`config.mk`:
```
export PLATFORM = sky130hd
export DESIGN_NAME = sd_init_seq
export DESIGN_NICKNAME = d
export VERILOG_FILES = /design/src/rtl/sd_init_seq.sv
export SDC_FILE = /design/constraint.sdc
export NUM_CORES = 1
export LEC_CHECK = 0
export BUFFER_PORTS_ARGS = -buffer_cell sky130_fd_sc_hd__clkbuf_2
export CAP_MARGIN = 20
export CORE_AREA = 2 2 70 72
export CTS_CLUSTER_SIZE = 28
export DETAILED_ROUTE_END_ITERATION = 8
export DIE_AREA = 0 0 72 74
export GPL_TIMING_DRIVEN = 1
export PLACE_DENSITY = 0.82
export SLEW_MARGIN = 20
export SYNTH_ARGS = -nofsm -noshare
export SYNTH_HDL_FRONTEND = slang
export SYNTH_SLANG_ARGS = --single-unit
```
`constraint.sdc`:
```
create_clock -name clk -period 4.6 [get_ports clk]
set_input_delay 0.46 -clock clk [delete_from_list [all_inputs] [get_ports clk]]
set_output_delay 0.46 -clock clk [all_outputs]
set_load 0.05 [all_outputs]
```
`src/rtl/sd_init_seq.sv`:
```
// SD card initialisation sequencer: CMD0, optional CMD8, then CMD55/ACMD41 until the card reports ready.
// Define SD_INIT_CMD8_EN to include the CMD8 interface-condition step.
module sd_init_seq #(
    parameter int MAX_RETRY = 255,
    parameter int TIMEOUT   = 65535
) (
    input  logic        clk,
    input  logic        rst,
    input  logic        go,
    output logic [47:0] cmd,
    output logic        cmd_start,
    input  logic        resp_valid,
    input  logic [7:0]  resp,
    output logic        busy,
    output logic        done,
    output logic        err,
    output logic [2:0]  err_code
);

    typedef enum logic [2:0] {
        S_IDLE,
        S_SEND,
        S_WAIT,
        S_DONE,
        S_ERROR
    } state_t;

    typedef enum logic [1:0] {
        STEP_CMD0   = 2'd0,
`ifdef SD_INIT_CMD8_EN
        STEP_CMD8   = 2'd1,
`endif
        STEP_CMD55  = 2'd2,
        STEP_ACMD41 = 2'd3
    } step_t;

    localparam logic [47:0] FRAME_CMD0   = 48'h400000000095;
`ifdef SD_INIT_CMD8_EN
    localparam logic [47:0] FRAME_CMD8   = 48'h48000001AA87;
`endif
    localparam logic [47:0] FRAME_CMD55  = 48'h770000000065;
    localparam logic [47:0] FRAME_ACMD41 = 48'h694000000077;

    localparam logic [2:0] ERR_CMD0    = 3'd1;
`ifdef SD_INIT_CMD8_EN
    localparam logic [2:0] ERR_CMD8    = 3'd2;
`endif
    localparam logic [2:0] ERR_CMD55   = 3'd3;
    localparam logic [2:0] ERR_RETRY   = 3'd4;
    localparam logic [2:0] ERR_TIMEOUT = 3'd5;

    localparam logic [15:0] TIMEOUT_LOAD = 16'(TIMEOUT);
    localparam logic [7:0]  RETRY_LIMIT  = 8'(MAX_RETRY);

    state_t      state, state_next;
    step_t       step, step_next;
    logic [7:0]  retry, retry_next;
    logic [15:0] timer, timer_next;
    logic [2:0]  code, code_next;

    logic [7:0]  retry_inc;
    logic        retry_spent;

    // Saturating increment; a full counter counts as exhausted so nothing ever wraps.
    assign retry_inc   = (retry == 8'hFF) ? 8'hFF : retry + 8'd1;
    assign retry_spent = (retry_inc == RETRY_LIMIT) || (retry == 8'hFF);

    always_ff @(posedge clk or negedge rst) begin
        if (!rst) begin
            state <= S_IDLE;
            step  <= STEP_CMD0;
            retry <= 8'd0;
            timer <= 16'd0;
            code  <= 3'd0;
        end else begin
            state <= state_next;
            step  <= step_next;
            retry <= retry_next;
            timer <= timer_next;
            code  <= code_next;
        end
    end

    always_comb begin
        state_next = state;
        step_next  = step;
        retry_next = retry;
        timer_next = timer;
        code_next  = code;
        case (state)
            S_IDLE, S_DONE, S_ERROR: begin
                if (go) begin
                    state_next = S_SEND;
                    step_next  = STEP_CMD0;
                    retry_next = 8'd0;
                    code_next  = 3'd0;
                end
            end
            S_SEND: begin
                timer_next = TIMEOUT_LOAD;
                state_next = S_WAIT;
            end
            S_WAIT: begin
                // A response arriving on the last timer cycle still counts.
                if (resp_valid) begin
                    state_next = S_SEND;
                    case (step)
                        STEP_CMD0: begin
                            if (resp == 8'h01) begin
`ifdef SD_INIT_CMD8_EN
                                step_next = STEP_CMD8;
`else
                                step_next = STEP_CMD55;
`endif
                            end else begin
                                state_next = S_ERROR;
                                code_next  = ERR_CMD0;
                            end
                        end
`ifdef SD_INIT_CMD8_EN
                        STEP_CMD8: begin
                            if (resp == 8'h01) begin
                                step_next = STEP_CMD55;
                            end else begin
                                state_next = S_ERROR;
                                code_next  = ERR_CMD8;
                            end
                        end
`endif
                        STEP_CMD55: begin
                            if (resp == 8'h00 || resp == 8'h01) begin
                                step_next = STEP_ACMD41;
                            end else begin
                                state_next = S_ERROR;
                                code_next  = ERR_CMD55;
                            end
                        end
                        STEP_ACMD41: begin
                            if (resp == 8'h00) begin
                                state_next = S_DONE;
                            end else if (resp == 8'h01) begin
                                retry_next = retry_inc;
                                if (retry_spent) begin
                                    state_next = S_ERROR;
                                    code_next  = ERR_RETRY;
                                end else begin
                                    step_next = STEP_CMD55;
                                end
                            end else begin
                                state_next = S_ERROR;
                                code_next  = ERR_CMD55;
                            end
                        end
                        default: state_next = S_IDLE;
                    endcase
                end else if (timer <= 16'd1) begin
                    timer_next = 16'd0;
                    state_next = S_ERROR;
                    code_next  = ERR_TIMEOUT;
                end else begin
                    timer_next = timer - 16'd1;
                end
            end
            default: state_next = S_IDLE;
        endcase
    end

    // The frame is a pure function of the step, which only changes when leaving WAIT.
    always_comb begin
        cmd       = 48'd0;
        cmd_start = 1'b0;
        busy      = 1'b0;
        done      = 1'b0;
        err       = 1'b0;
        err_code  = 3'd0;
        case (state)
            S_SEND, S_WAIT: begin
                busy      = 1'b1;
                cmd_start = (state == S_SEND);
                case (step)
                    STEP_CMD0:   cmd = FRAME_CMD0;
`ifdef SD_INIT_CMD8_EN
                    STEP_CMD8:   cmd = FRAME_CMD8;
`endif
                    STEP_CMD55:  cmd = FRAME_CMD55;
                    STEP_ACMD41: cmd = FRAME_ACMD41;
                    default:     cmd = 48'd0;
                endcase
            end
            S_DONE: done = 1'b1;
            S_ERROR: begin
                err      = 1'b1;
                err_code = code;
            end
            default: ;
        endcase
    end

endmodule

```
==> flow_metrics.tcl, run 1 <==
set metrics [dict create \
    ys_top_cells_by_area "dfrtp_1 31%, buf_4 12%, a21oi_1 4.6%, nand2_1 4.0%, o21ai_0 4.0%" \
    crit_buf_inv 3 \
    design_area_um2 2680 \
    die_w_um 72 \
    grt_usage_pct 21.7 \
    clockRootBuffer "clkbuf_8" \
    dp_hpwl_um 3890 \
    io_buffer_count 33 \
    relSlewSlack_pct 45.3 \
    clock_power_share_pct 21.9 \
    required_ns 4.14 \
    grt_max_degree 33 \
    grt-ovfl-total 0 \
    numCtsBuffers 5 \
    post_dp_cell_area_um2 2580 \
    fmax_mhz 336 \
    cts.sinks 32 \
    maxCapViolations 0 \
    clk_latency_ns 0.29 \
    reg2reg_from "timer[8]" \
    drt-total-wl_um 5590 \
    worstMarginPinSlew_ns 0.820 \
    syn_inst 329 \
    hold_viol 0 \
    status "finished, final reports clean" \
    crit_fanout 13 \
    num_antenna_cells 0 \
    p_int_mw 0.624 \
    cp-endpoint "cmd[5]" \
    min_path_type "input port to async pin" \
    final_layout_size_suffix_gt1_share_pct 14.2 \
    rsz0062_at_grt "no" \
    report.final.slew_viol_count 0 \
    via_count 2350 \
    ioPinCount 67 \
    pwr-share-seq_pct 29.4 \
    slowest_stage "dfrtp_1" \
    nets 362 \
    synth_top_cell_by_area "dfrtp_1" \
    worst_r2r_path_depth 5 \
    critPathCaptureType "primary output" \
    cellPowerDensity_nw_per_um2 468 \
    area_growth_pct 3.22 \
    synth.distinct_cells 50 \
    antenna_found_initial 0 \
    fin_setup_tns_ns 0 \
    critPathLaunchType "flop" \
    cts_resized 0 \
    cpPeakStageDelay_ns 0.49 \
    start_util_pct 56.5 \
    critPathLaunch "state[0]" \
    ys_seq_area_share_pct 30.8 \
    ys_ff_latch 32 \
    ir_drop_v 0.000263 \
    period_share_pct 64.7 \
    worstReg2RegEnd "timer[3]" \
    cp_cell_sequence "nand2b_1 -> or2_2 -> inv_1 -> nor2_1 -> inv_1 -> and2_1 -> or2_2 -> clkbuf_2" \
    r2r_slack_ns 1.79 \
    critPathKind "flop to primary output" \
    row_count 25 \
    drtAntennaViolNets 0 \
    cp.arrival_ns 2.51 \
    dr.pass1.iters 5 \
    yosys_warnings 0 \
    path_depth 8 \
    synth_top_area_share_pct 30.8 \
    gp_congestion 0.849 \
    cts_setup_buffers 0 \
    grt_pass1_wl_um 9020 \
    post-layout-total-power_mw 1.26 \
    wl_per_cell_um 14.0 \
    clock_skew_ns 0.00771 \
    clkTransAtPathRegs_ns 0.08 \
    hold_buffers 0 \
    switching_share_pct 50.3 \
    fin_crit_ns 2.97 \
    syn_area_um2 2600 \
    synth_area_per_cell_um2 7.90 \
    die_h_um 74 \
    route.detailed.drc 0 \
    p_sw_mw 0.632 \
    power_leakage_nw 1.15 \
    via_per_inst 5.90 \
    grt_pass1_vias 1951 \
    final-setup-viol-count 0 \
    h-tree-depth 2 \
    coreArea_um2 4600 \
    p_comb_share_pct 48.7 \
    cp_top_family "simple AND/OR/NAND/NOR gates" \
    clockBufferDepth 2 \
    drt_iter0_markers 287 \
    die_area_um2 5330 \
    cts_tree "built" \
]
[logic make-up (layout without fill, tap and decap cells)]
family                   count (synthesis)  in the layout  synth area share, %
AO/OA/AOI/OAI                           91             91                 21.9
adder cells (fa/ha/maj)                  8              8                 3.75
buffers and inverters                   70             53                 16.4
flip-flops                              32             32                 30.8
multiplexers                             3              3                 1.16
other                                    1             33                0.144
AND/OR/NAND/NOR                        124            124                 25.8
[power groups by stage]
| stage | Combinational, mW | Clock (mW) | Sequential [mW] |
|---|---|---|---|
| after detailed placement | 0.605 | 0 | 0.372 |
| final | 0.612 | 0.275 | 0.370 |
| after floorplan | 0.552 | 0 | 0.345 |
| after global routing | 0.664 | 0.288 | 0.374 |
| after global placement | 0.602 | 0 | 0.371 |
| after CTS | 0.609 | 0.277 | 0.367 |
[synthesized netlist by cell type (all sizes together)]
cell	count
buf	44
dfrtp	32
o21ai	30
nand2	28
a21oi	24
nor2	20
clkbuf	15
nor3	15
inv	11
o311ai	8
and2	7
ha	7
nand3	7
nor4	7
nand2b	6
or3	6
and3	5
or2	5
a31oi	4
nand4	4
nor2b	4
and4	3
mux2i	3
o211ai	3
o21a	3
o31ai	3
o41ai	3
or4	3
a21boi	2
a221o	2
nand3b	2
nor3b	2
o22ai	2
a211o	1
a22oi	1
a32oi	1
a41o	1
conb	1
maj3	1
o211a	1
o22a	1
o311a	1
[cells in the final DEF (no fill, tap or decap), drive strengths merged, types with 2 or more instances in the layout]
cell / synthesis / routed
ha: 7 / 7
or3: 6 / 6
nand3: 7 / 7
or4: 3 / 3
nand2: 28 / 28
o41ai: 3 / 3
a221o: 2 / 2
and2: 7 / 7
nand2b: 6 / 6
dfrtp: 32 / 32
o21ai: 30 / 30
a31oi: 4 / 4
nor3: 15 / 15
and4: 3 / 3
and3: 5 / 5
nor4: 7 / 7
o31ai: 3 / 3
or2: 5 / 5
nand4: 4 / 4
conb: 1 / 33
nor3b: 2 / 2
o311ai: 8 / 8
clkbuf: 15 / 39
o22ai: 2 / 2
a21oi: 24 / 24
nand3b: 2 / 2
inv: 11 / 11
a21boi: 2 / 2
o21a: 3 / 3
nor2: 20 / 20
nor2b: 4 / 4
o211ai: 3 / 3
mux2i: 3 / 3
[through the flow]
stage / hold slack (ns) / instances / utilization [%] / worst slack [ns]
after floorplan: 0.164 / 361 / - / 1.08
after global placement: 0.502 / 390 / 56.0 / 1.87
after detailed placement: 0.500 / 390 / 56.0 / 1.80
after CTS: 0.282 / 398 / 58.4 / 1.65
after global routing: 0.332 / 398 / 58.4 / 1.49
final: 0.253 / 398 / 58.4 / 1.63
[worst min path at each step]
stage | startpoint | to | slack, ns | cells past startpoint
after floorplan | rst | code[0] | 0.16 | 0
after global placement | timer[11] | timer[11] | 0.50 | 2
after detailed placement | timer[11] | timer[11] | 0.50 | 2
after CTS | rst | timer[7] | 0.28 | 1
after global routing | rst | timer[7] | 0.33 | 1
final | rst | state[0] | 0.25 | 1
[per-layer routing]
layer  part of all wire [%]  GRT usage, %  vias up
met3                    7.3          4.61       11
met2                     44          33.8      119
met4                    2.1          9.64        0
met1                     46          29.4     1077
li1                       -             -     1143
met5                      0             0        -
[sequential cells by signal, summed over array words and instances (netlist names)]
| name | flops |
|---|---|
| state | 3 |
| retry | 8 |
| step | 2 |
| code | 3 |
| timer | 16 |
[area by class of cell]
| type | instances | area, um2 |
|---|---|---|
| sequential | 32 | 801 |
| tap | 54 | 67.6 |
| multi-input combinational | 259 | 1490 |
| fill | 415 | 1910 |
| clock inverter | 2 | 35.0 |
| timing repair buffer | 34 | 173 |
| inverter | 11 | 41.3 |
| clock buffer | 6 | 72.6 |
Power figures use the tool's default switching activity.
==> inputs of run 2 (changes only) <==
Settings changed: CORE_AREA 2 2 70 72 to 2 2 73 75, DIE_AREA 0 0 72 74 to 0 0 75 77, PLACE_DENSITY 0.82 to 0.76.
Clock period 4.6 ns to 2.79 ns, I/O delays scaled along.
==> run 2 against run 1 <==
Sequential power is 62% higher. Routed wire length is 1.2% higher. First-iteration DRC count is 27% lower. Clock power is 37% higher. Hold slack worse by 0.18 ns. Combinational power is 73% higher. Critical endpoint is now cmd[45]. Largest cell class unchanged.
==> flow_metrics.tcl, run 2 (synthesis results as in run 1) <==
set metrics [dict create \
    antenna_found_initial 0 \
    gp_congestion 0.899 \
    dp_cells 410 \
    drt_iter0_markers 210 \
    cp_cell_sequence "nand2b_1 -> or2_4 -> clkinvlp_4 -> nor2_4 -> inv_2 -> and2_2 -> or2_4 -> clkbuf_2" \
    cts_tree "built" \
    reg.largest.list "timer: 16 flops, retry: 8 flops" \
    cp.arrival_ns 2.31 \
    critPathKind "flop to primary output" \
    report.final.slew_viol_count 0 \
    final_cell_mix "33 x conb_1, 33 x clkbuf_2, 32 x dfrtp_1" \
    drtAntennaViolNets 0 \
    num_antenna_cells 0 \
    min_path_type "input port to async pin" \
    fin_crit_ns 2.59 \
    area_growth_pct 5.53 \
    dr.pass1.iters 5 \
    die_h_um 77 \
    cpPeakStageDelay_ns 0.46 \
    via_count 2415 \
    grt-ovfl-total 0 \
    grt_use_met1_pct 27.3 \
    top_usage_layer "met2" \
    power_leakage_nw 1.18 \
    grt_pass1_wl_um 9110 \
    wl_per_cell_um 13.5 \
    clockBufferDepth 2 \
    critPathLaunchType "flop" \
    slowest_stage "dfrtp_1" \
    required_ns 2.51 \
    row_count 26 \
    grt_pass1_vias 2058 \
    cts.sinks 32 \
    cellPowerDensity_nw_per_um2 743 \
    ir_drop_v 0.000361 \
    clock_skew_ns 0.00787 \
    die_w_um 75 \
    fin_setup_tns_ns 0 \
    io_buffer_count 33 \
    numCtsBuffers 5 \
    cts_setup_buffers 0 \
    period_share_pct 92.7 \
    critPathCaptureType "primary output" \
    crit_fanout 13 \
    clk_latency_ns 0.29 \
    grt_usage_pct 19.9 \
    fmax_mhz 387 \
    grt_use_met2_pct 30.8 \
    maxCapViolations 0 \
    nets 366 \
    coreArea_um2 4980 \
    cpMostUsedCell "or2_4" \
    cts_resized 0 \
    drt-total-wl_um 5650 \
    met3_usage_pct 4.34 \
    rsz0062_at_grt "no" \
    route.detailed.drc 0 \
    via_per_inst 5.78 \
    ioPinCount 67 \
    status "finished, final reports clean" \
    final_cells 418 \
    clkTransAtPathRegs_ns 0.07 \
    dp_hpwl_um 4130 \
    final-setup-viol-count 0 \
    largest_register_ffs 16 \
    hold_buffers 0 \
    hold_viol 0 \
    top_register "timer" \
    clockRootBuffer "clkbuf_8" \
    post-layout-total-power_mw 2.04 \
    relSlewSlack_pct 46.2 \
    grt_max_degree 33 \
    start_util_pct 52.2 \
    h-tree-depth 2 \
    worstMarginPinSlew_ns 0.807 \
    final_layout_size_suffix_gt1_share_pct 17.0 \
    die_area_um2 5780 \
]
==> run 2: cell types whose count changed in the layout (fill, tap and decap cells not counted), moves of 2 or more <==
cell / change
or2_2: -2
and2_2: +2
inv_1: -2
buf_4: +4
and2_1: -2
or2_4: +2
==> run 2: area by class of cell <==
type	instances	area (um2)
timing repair buffer	38	203
multi-input combinational	259	1520
fill	469	2230
tap	70	87.6
sequential	32	801
clock buffer	6	82.6
clock inverter	2	10.0
inverter	11	45.0
==> run 2: worst paths after layout <==
| path | end | from | slack (ns) | cells after the start |
|---|---|---|---|---|
| worst max-delay path | cmd[45] | state[1] | 0.20 | 8 |
| worst min-delay path | timer[5] | rst | 0.07 | 1 |
| worst max register to register | code[0] | retry[0] | 0.25 | 8 |
| worst min register to register | timer[11] | timer[11] | 0.53 | 2 |
| max in group asynchronous | retry[1] | rst | 2.21 | 1 |
| min in group clk | state[0] | go | 0.31 | 3 |
==> run 2: per-stage QoR <==
stage | util (%) | instance area, um2 | setup slack, ns | hold slack (ns)
3_3_place_gp | 53.0 | 2640 | 0.318 | 0.407
2_1_floorplan | - | 2730 | 0.0943 | -0.0166
6_report | 55.1 | 2740 | 0.204 | 0.0725
4_1_cts | 54.9 | 2730 | 0.0605 | 0.103
5_1_grt | 55.1 | 2740 | 0.0348 | 0.134
3_5_place_dp | 53.0 | 2640 | 0.242 | 0.414
==> run 2: power by group <==
| group | switching (mW) | total (mW) | leakage [nW] | internal (mW) |
|---|---|---|---|---|
| Combinational | 0.801 | 1.06 | 0.771 | 0.263 |
| Clock | 0.180 | 0.377 | 0.0510 | 0.197 |
| Sequential | 0.0789 | 0.599 | 0.359 | 0.520 |
| Total | 1.06 | 2.04 | 1.18 | 0.980 |
==> run 2: critical path: cells and delay by family, from the launching register on <==
kind,cells,cell delay [ns]
buffers and inverters,3,0.50
AND/OR/NAND/NOR,5,1.05
flip-flops,1,0.46
==> run 2: metal layers <==
metal  wire [um]  part of all wire, %
met1        2560                   45
met3         433                  7.7
met2        2600                   46
met4          59                  1.0
met5           0                    0
